**src/rtl/fetch_controller.sv**
```systemverilog
// ---------------------------------------------------------------------------
// fetch_controller
//   Instruction fetch front end. Holds a fetch PC that addresses a
//   combinational-read instruction memory and buffers fetched {pc, inst}
//   pairs in a 2-entry FIFO for decode. It supports redirects (flush and
//   refetch) and a halt request that drains the FIFO before stopping.
//
// Ports
//   clk            rising-edge clock
//   reset          synchronous active-high reset
//   imem_ra        instruction memory read address (current fetch PC)
//   imem_rd        instruction word for imem_ra, same cycle
//   redirect_valid flush FIFO and restart fetching at redirect_pc
//   redirect_pc    redirect target byte address (low two bits ignored)
//   halt_req       stop fetching, drain FIFO, then halt
//   out_valid      FIFO head available to decode
//   out_ready      decode accepts the head entry
//   out_inst       head instruction (0 when empty)
//   out_pc         head PC (0 when empty)
//   halted         fetch stopped and FIFO empty
//   fifo_count     FIFO occupancy, 0..2
//
// State  | meaning
// RUN    | fetching; push whenever a slot is free or one is popped
// DRAIN  | no more fetches; decode empties the FIFO
// HALTED | stopped; PC frozen until a redirect
// ---------------------------------------------------------------------------
module fetch_controller #(
  parameter int INS_ADDRESS = 9,
  parameter int INS_W       = 32,
  parameter int RESET_PC    = 0
) (
  input  logic                   clk,
  input  logic                   reset,
  output logic [INS_ADDRESS-1:0] imem_ra,
  input  logic [INS_W-1:0]       imem_rd,
  input  logic                   redirect_valid,
  input  logic [INS_ADDRESS-1:0] redirect_pc,
  input  logic                   halt_req,
  output logic                   out_valid,
  input  logic                   out_ready,
  output logic [INS_W-1:0]       out_inst,
  output logic [INS_ADDRESS-1:0] out_pc,
  output logic                   halted,
  output logic [1:0]             fifo_count
);

  typedef enum logic [1:0] {
    RUN    = 2'd0,
    DRAIN  = 2'd1,
    HALTED = 2'd2
  } state_t;

  state_t                 state_q, state_d;
  logic [INS_ADDRESS-1:0] pc_q, pc_d;
  // Entry 0 is always the head; entry 1 is the tail when two are held.
  logic [INS_ADDRESS-1:0] pc0_q, pc0_d, pc1_q, pc1_d;
  logic [INS_W-1:0]       inst0_q, inst0_d, inst1_q, inst1_d;
  logic [1:0]             count_q, count_d;
  logic                   pop, push;

  assign imem_ra    = pc_q;
  assign fifo_count = count_q;
  assign out_valid  = (count_q != 2'd0);
  assign out_pc     = out_valid ? pc0_q : '0;
  assign out_inst   = out_valid ? inst0_q : '0;
  assign halted     = (state_q == HALTED);

  assign pop  = out_valid & out_ready;
  assign push = (state_q == RUN) & ~redirect_valid & ((count_q < 2'd2) | pop);

  always_comb begin
    state_d = state_q;
    pc_d    = pc_q;
    pc0_d   = pc0_q;
    pc1_d   = pc1_q;
    inst0_d = inst0_q;
    inst1_d = inst1_q;
    count_d = count_q;

    if (redirect_valid) begin
      // A same-cycle pop still completes for decode; the entry is just dropped.
      count_d = 2'd0;
      pc_d    = redirect_pc & ~INS_ADDRESS'(3);
      state_d = RUN;
    end else begin
      if (pop) begin
        pc0_d   = pc1_q;
        inst0_d = inst1_q;
      end
      if (push) begin
        pc_d = pc_q + INS_ADDRESS'(4);
        // New entry lands in the first slot that is free after the pop.
        if ((count_q == 2'd0) || ((count_q == 2'd1) && pop)) begin
          pc0_d   = pc_q;
          inst0_d = imem_rd;
        end else begin
          pc1_d   = pc_q;
          inst1_d = imem_rd;
        end
      end
      count_d = count_q + {1'b0, push} - {1'b0, pop};

      case (state_q)
        RUN:     if (halt_req) state_d = DRAIN;
        DRAIN:   if (count_d == 2'd0) state_d = HALTED;
        HALTED:  state_d = HALTED;
        default: state_d = RUN;
      endcase
    end
  end

  always_ff @(posedge clk) begin
    if (reset) begin
      state_q <= RUN;
      pc_q    <= INS_ADDRESS'(RESET_PC);
      pc0_q   <= '0;
      pc1_q   <= '0;
      inst0_q <= '0;
      inst1_q <= '0;
      count_q <= 2'd0;
    end else begin
      state_q <= state_d;
      pc_q    <= pc_d;
      pc0_q   <= pc0_d;
      pc1_q   <= pc1_d;
      inst0_q <= inst0_d;
      inst1_q <= inst1_d;
      count_q <= count_d;
    end
  end

endmodule

```
**config.mk**
```make
export PLATFORM = sky130hd
export DESIGN_NAME = fetch_controller
export DESIGN_NICKNAME = d
export VERILOG_FILES = /design/src/rtl/fetch_controller.sv
export SDC_FILE = /design/constraint.sdc
export NUM_CORES = 1
export LEC_CHECK = 0
export CAP_MARGIN = 25
export CORE_ASPECT_RATIO = 0.6
export CORE_MARGIN = 4
export CORE_UTILIZATION = 35
export CTS_BUF_LIST = sky130_fd_sc_hd__clkbuf_8
export DETAILED_ROUTE_END_ITERATION = 8
export GPL_TIMING_DRIVEN = 0
export PLACE_DENSITY = 0.61
export SYNTH_ARGS = -nofsm -noshare
export SYNTH_HDL_FRONTEND = slang
export SYNTH_SLANG_ARGS = --single-unit
export TNS_END_PERCENT = 10
```
**constraint.sdc**
```tcl
create_clock -name clk -period 4.3 [get_ports clk]
set_clock_uncertainty 0.15 [all_clocks]
set_input_delay 0.86 -clock clk [delete_from_list [all_inputs] [get_ports clk]]
set_output_delay 0.86 -clock clk [all_outputs]
set_load 0.05 [all_outputs]
```
==> results of run 1 <==
## cells in the final DEF, fill, tap and decap left out, drive strengths merged, types with 2 or more instances in the layout
cell | synthesis | final
o22ai | 21 | 21
conb | 1 | 2
buf | 19 | 19
o21a | 10 | 10
nor2b | 44 | 44
nor4 | 2 | 2
and2b | 2 | 2
dfxtp | 91 | 91
nor2 | 48 | 48
inv | 10 | 13
clkdlybuf4s50 | 0 | 94
a21oi | 49 | 49
or2b | 2 | 2
o21ai | 11 | 11
or3b | 2 | 2
nand2 | 80 | 80
nor3b | 4 | 4
a211oi | 16 | 16
clkbuf | 21 | 31
a222oi | 9 | 9
xnor2 | 4 | 4
clkinv | 0 | 2
mux2i | 3 | 3
nor3 | 25 | 25
ha | 7 | 7
or3 | 2 | 2
## state kept, by name, indices dropped and copies added (netlist names)
register    count
fifo_count      2
pc0_q           9
state_q         2
pc1_q           7
imem_ra         7
inst1_q        32
inst0_q        32
## per-stage QoR
stage               util (%)  hold slack [ns]  instances  worst slack, ns
floorplan                  -            0.286        496             1.16
global placement        46.2            0.292        750            0.573
detailed placement      46.2            0.301        750            0.511
CTS                     47.9            0.313        766            0.143
global route            47.9            0.328        766          0.00178
finish                  47.9            0.309        766            0.218
## cells by family after synthesis
logic type      Yosys count
other cells               1
compound gates          121
mux                       3
xor+xnor                  6
flops                    91
simple gates            216
buf+inv                  50
fa+ha+maj                 7
## how the worst min path moves through the flow
stage	start	endpoint	slack (ns)	cells after the start
CTS	pc1_q[6]$_SDFFE_PP0P_	pc1_q[6]$_SDFFE_PP0P_	0.31	2
finish	pc1_q[2]$_SDFFE_PP0P_	pc1_q[2]$_SDFFE_PP0P_	0.31	2
detailed placement	pc1_q[6]$_SDFFE_PP0P_	pc1_q[6]$_SDFFE_PP0P_	0.30	2
global route	inst1_q[6]$_SDFFE_PP0P_	inst1_q[6]$_SDFFE_PP0P_	0.33	2
global placement	inst1_q[14]$_SDFFE_PP0P_	inst1_q[14]$_SDFFE_PP0P_	0.29	2
floorplan	inst1_q[0]$_SDFFE_PP0P_	inst1_q[0]$_SDFFE_PP0P_	0.29	2
## worst max-delay path: stages (launching register included)
cell	delay, ns
dfxtp_1	0.33
buf_2	0.18
nor2_1	0.41
clkbuf_1	0.44
clkbuf_1	0.50
nor2b_1	0.11
clkdlybuf4s50_1	0.72
## cell type report
type | instances | area share (%)
repair buffers | 94 | 17.2
inverters | 10 | 0.687
multi-input cells | 355 | 37.6
clock buffers | 10 | 2.52
well taps | 160 | 3.66
flip-flops and latches | 91 | 33.3
plain buffers | 40 | 3.94
clock inverters | 6 | 1.03
## power by group
group | switching (mW) | internal (mW)
Combinational | 0.273 | 0.183
Sequential | 0.0362 | 0.897
Clock | 0.296 | 0.281
## per-layer routing
metal / vias to the layer above / global-route usage [%] / part of all wire (%)
met1: 1828 / 25.9 / 49
met4: 0 / 3.92 / 0.83
met2: 151 / 26.5 / 42
met5: - / 0 / 0
li1: 1903 / - / -
met3: 11 / 5.23 / 8.5
==> flow_metrics.py, run 1 <==
metrics = {
    "yosys": {
        "synth-seq-area-share_pct": 44.1,
        "yosys.area.top_type": "dfxtp_1",
        "async_flop_share_pct": 0,
        "yosys-top-cells-count": "91 x dfxtp_1, 70 x nand2_1, 47 x nor2_1",
        "synth_xor_area_share_pct": 1.64,
        "ys_warn_count": 0,
        "yosys.area_share.adder_pct": 2.12,
        "netlist.area_leader.share_pct": 44.1,
        "synth-simple-area-share_pct": 25.5,
        "synth_mux_area_share_pct": 0.728,
        "ys_ff_latch": 91,
        "ys_types": 45,
        "synth_top_family_by_area": "simple AND/OR/NAND/NOR gates",
        "synth_area_leaders": "dfxtp_1 44%, nor2b_1 6.7%, nand2_1 6.4%",
        "synthFlopType": "dfxtp_1",
        "syn-cell-area_um2": 4130,
        "synth-edff-count": 0,
        "syn_inst": 495,
        "avgSynthCellArea_um2": 8.34,
        "yosysMostFrequentCell": "dfxtp_1",
        "synth_compound_area_share_pct": 19.7,
    },
    "floorplan": {
        "core.rowCount": 30,
        "ioPinCount": 100,
        "die_width_um": 148,
        "die-area_um2": 13600,
        "initial_core_util_pct": 36.2,
        "dieHeight_um": 92.1,
        "coreArea_um2": 11400,
    },
    "setup_path": {
        "timing.rr.start": "state_q[0]$_SDFFE_PP0P_",
        "cp_max_fo": 10,
        "crit_start": "fifo_count[1]$_SDFF_PP0_",
        "crit_path_end": "out_inst[3]",
        "end_kind": "output pin",
        "reg2regPathDepth": 11,
        "r2r_slack_ns": 1.34,
        "cp.arrival_ns": 3.07,
        "cp-start-kind": "register",
        "required_ns": 3.29,
        "crit_type": "reg -> out",
        "r2r_end": "state_q[0]$_SDFFE_PP0P_",
    },
    "route": {
        "drc": 0,
        "first_pass_iters": 6,
        "wl_per_cell_um": 16.0,
        "ant_nets": 0,
        "drt_wl_total_mm": 12.3,
        "drtIter0Drc": 303,
        "vias": 3893,
        "via_per_inst": 5.08,
    },
    "placed_design": {
        "port-buffer-count": 94,
        "place_area_um2": 5270,
        "hpwl_mm": 9.20,
        "place_congestion": 0.839,
    },
    "layout": {
        "multi_input_area_um2": 2060,
        "ff_latch_area_um2": 1820,
        "syn_to_final_growth_pct": 32.5,
        "num_antenna_cells": 0,
        "nFillCells": 1175,
        "nets": 654,
        "drive_gt1_share_pct": 9.57,
        "final_area_um2": 5470,
    },
    "cts": {
        "cts_resized": 0,
        "cts.sinks": 91,
        "cts_max_level": 3,
        "postCtsHoldBufs": 0,
        "cts_max_path_buffers": 2,
        "clkTransAtPathRegs_ns": 0.08,
        "cts_tree": "built",
        "cts_root_buffer": "clkbuf_8",
        "cts_buffers": 9,
        "clk_latency_ns": 0.36,
        "post_cts_buffers": 0,
    },
    "sta": {
        "hold_viol_final": 0,
        "setup_viol": 0,
        "relSlewSlack_pct": 51.8,
        "rsz0062_at_grt": "no",
        "fin_crit_sh_pct": 94.9,
        "finalWorstPathRequiredPeriod_ns": 4.08,
        "clock.fmax_mhz": 245,
        "maxSlewViolCount": 0,
        "tns_ns": 0,
        "tightestPinTransition_ns": 0.723,
    },
    "global_routing": {
        "grt_max_degree": 15,
        "grt_remaining_overflow": 0,
        "antenna_found_initial": 0,
        "grt_pass1_wl_mm": 19.3,
        "grt_pass1_vias": 3734,
        "grt_use_total_pct": 17.9,
    },
    "power_and_ir_drop": {
        "p_per_area_nw_per_um2": 360,
        "max-vdd-ir-drop_uv": 147,
        "leakage_nw": 1.93,
        "power_mw": 1.97,
    },
    "min_path": {
        "min_path_type": "reg -> reg",
    },
    "outcome": {
        "run_status": "finished clean",
    },
    "flow_run": {
        "drv_cap": 0,
    },
}
(Power assumes the default switching activity.)
==> run 2, diff against run 1 <==
Settings changed: SKIP_LAST_GASP set to 1.
==> results of run 2 <==
No change in the layout: final DEF, timing and power equal those of run 1.
==> run 3, diff against run 2 <==
Settings changed: CORE_ASPECT_RATIO 0.6 to 1.1, PLACE_DENSITY 0.61 to 0.65.
Clock period 4.3 ns to 4.95 ns, I/O delays scaled along.
==> run 3 against run 2 <==
Clock power down 22%. Sequential power down 13%. Core utilization down 0.66 points. Register-to-register slack better by 0.72 ns. Global-route usage down 1.4 points. Setup slack better by 0.57 ns. Sequential cell count unchanged. Sequential share of layout area up 0.23 points. Non-clock buffer count unchanged. Final cell count down 1.3%. Via count down 1.8%. Largest cell class unchanged.
==> flow_metrics.py, run 3 (same netlist as run 1, synthesis figures left out) <==
metrics = {
    "layout": {
        "drive_gt1_share_pct": 9.41,
        "syn_to_final_growth_pct": 31.6,
        "final_common_cell": "clkdlybuf4s50_1",
        "final_cell_mix": "94 x clkdlybuf4s50_1, 91 x dfxtp_1, 70 x nand2_1",
        "nets": 654,
        "biggestRegsByFlops": "inst0_q: 32 flops, inst1_q: 32 flops, pc0_q: 9 flops",
        "num_antenna_cells": 0,
        "nFillCells": 1146,
    },
    "route": {
        "ant_nets": 0,
        "drt_wl_total_mm": 11.4,
        "wl_met1_mm": 5.04,
        "drtIter0Drc": 209,
        "highest_layer": "met4",
        "drc": 0,
        "first_pass_iters": 5,
        "met2_length_mm": 5.60,
        "vias": 3822,
        "wl_met3_um": 562,
        "wl_per_cell_um": 15.0,
        "via_per_inst": 5.06,
    },
    "setup_path": {
        "cp-start-kind": "register",
        "end_kind": "output pin",
        "crit_type": "reg -> out",
        "required_ns": 3.81,
        "cp.arrival_ns": 3.02,
        "path_delay_family": "buffers and inverters",
        "slowest_stage": "clkdlybuf4s50_1",
        "max_stage_delay_ns": 0.73,
        "path_cells": "buf_2 > nor2_1 > clkbuf_1 > clkbuf_1 > nor2b_1 > clkdlybuf4s50_1",
        "cp_max_fo": 10,
        "critPathBufInv": 4,
        "cp_common_cell": "clkbuf_1",
    },
    "cts": {
        "clkTransAtPathRegs_ns": 0.09,
        "cts_root_buffer": "clkbuf_8",
        "post_cts_buffers": 0,
        "cts.sinks": 91,
        "postCtsHoldBufs": 0,
        "cts_resized": 0,
        "cts_max_level": 3,
        "cts_max_path_buffers": 2,
        "cts_buffers": 9,
        "cts_tree": "built",
        "clk_latency_ns": 0.35,
    },
    "global_routing": {
        "antenna_found_initial": 0,
        "grt_pass1_wl_mm": 18.2,
        "grt_max_degree": 16,
        "grt_remaining_overflow": 0,
        "grt_pass1_vias": 3674,
        "grt_use_total_pct": 16.6,
    },
    "flow_run": {
        "drv_cap": 0,
    },
    "sta": {
        "tightestPinTransition_ns": 0.792,
        "maxSlewViolCount": 0,
        "fin_crit_sh_pct": 84.1,
        "rsz0062_at_grt": "no",
        "layout_setup_ws_ns": 0.789,
        "relSlewSlack_pct": 47.2,
        "hold_viol_final": 0,
        "clock.fmax_mhz": 240,
        "setup_viol": 0,
        "finalWorstPathRequiredPeriod_ns": 4.16,
        "tns_ns": 0,
    },
    "placed_design": {
        "hpwl_mm": 8.42,
        "port-buffer-count": 94,
        "place_congestion": 0.825,
        "pre_cts_slack_ns": 1.03,
    },
    "power_and_ir_drop": {
        "leakage_nw": 1.90,
        "max-vdd-ir-drop_uv": 122,
        "p_per_area_nw_per_um2": 304,
    },
    "floorplan": {
        "coreArea_um2": 11500,
        "ioPinCount": 100,
        "die-area_um2": 13600,
        "initial_core_util_pct": 35.9,
        "core.rowCount": 41,
        "die_width_um": 112,
        "dieHeight_um": 122,
    },
    "min_path": {
        "min_path_type": "reg -> reg",
    },
    "outcome": {
        "run_status": "finished clean",
    },
}
[run 3: cell types whose count changed in the layout (fill, tap and decap cells not counted), sizes merged]
cell,change
clkbuf,-1
clkinvlp,+4
clkinv,-2
bufinv,-1
[run 3: per-stage QoR]
step	cell area (um2)	instances	power, mW	util, %	hold slack, ns
3_3_place_gp	5260	740	1.21	45.8	0.291
6_report	5430	756	1.65	47.2	0.309
5_1_grt	5430	756	1.72	47.2	0.329
4_1_cts	5430	756	1.66	47.2	0.309
3_5_place_dp	5260	740	1.22	45.8	0.297
2_1_floorplan	4130	496	1.08	-	0.286
[run 3: worst paths after layout]
path / start / endpoint / slack, ns / cells past startpoint
setup reg to reg: state_q[1]$_SDFFE_PP0P_ / state_q[0]$_SDFFE_PP0P_ / 2.06 / 11
setup / recovery: fifo_count[1]$_SDFF_PP0_ / out_inst[1] / 0.79 / 6
hold / removal: pc1_q[5]$_SDFFE_PP0P_ / pc1_q[5]$_SDFFE_PP0P_ / 0.31 / 2
hold reg to reg: pc1_q[5]$_SDFFE_PP0P_ / pc1_q[5]$_SDFFE_PP0P_ / 0.31 / 2
[run 3: where the power goes]
part	internal [mW]	total, mW	switching [mW]
logic	0.159	0.389	0.230
registers	0.779	0.811	0.0318
clock network	0.181	0.449	0.269
[run 3: area by class of cell]
type                       instances  area, um2  share of cell area, %
buffer                            40        214                   3.94
clock buffer                       9        124                   2.28
clock inverter                     7       46.3                  0.853
inverter                          10       37.5                  0.691
multi-input combinational        355       2060                   37.9
sequential                        91       1820                   33.6
tap                              150        188                   3.46
timing repair buffer              94        941                   17.3
[run 3: tightest hold or removal path: stages, from the launching register on]
cell and delay [ns]:
dfxtp_1 0.32, nand2_1 0.05, a21oi_1 0.05
[run 3: per-layer routing]
layer  up-vias  GRT usage [%]
li1       1908              -
met1      1792           20.8
met2       111           28.5
met3        11           2.93
met4         0           6.16
met5         -              0
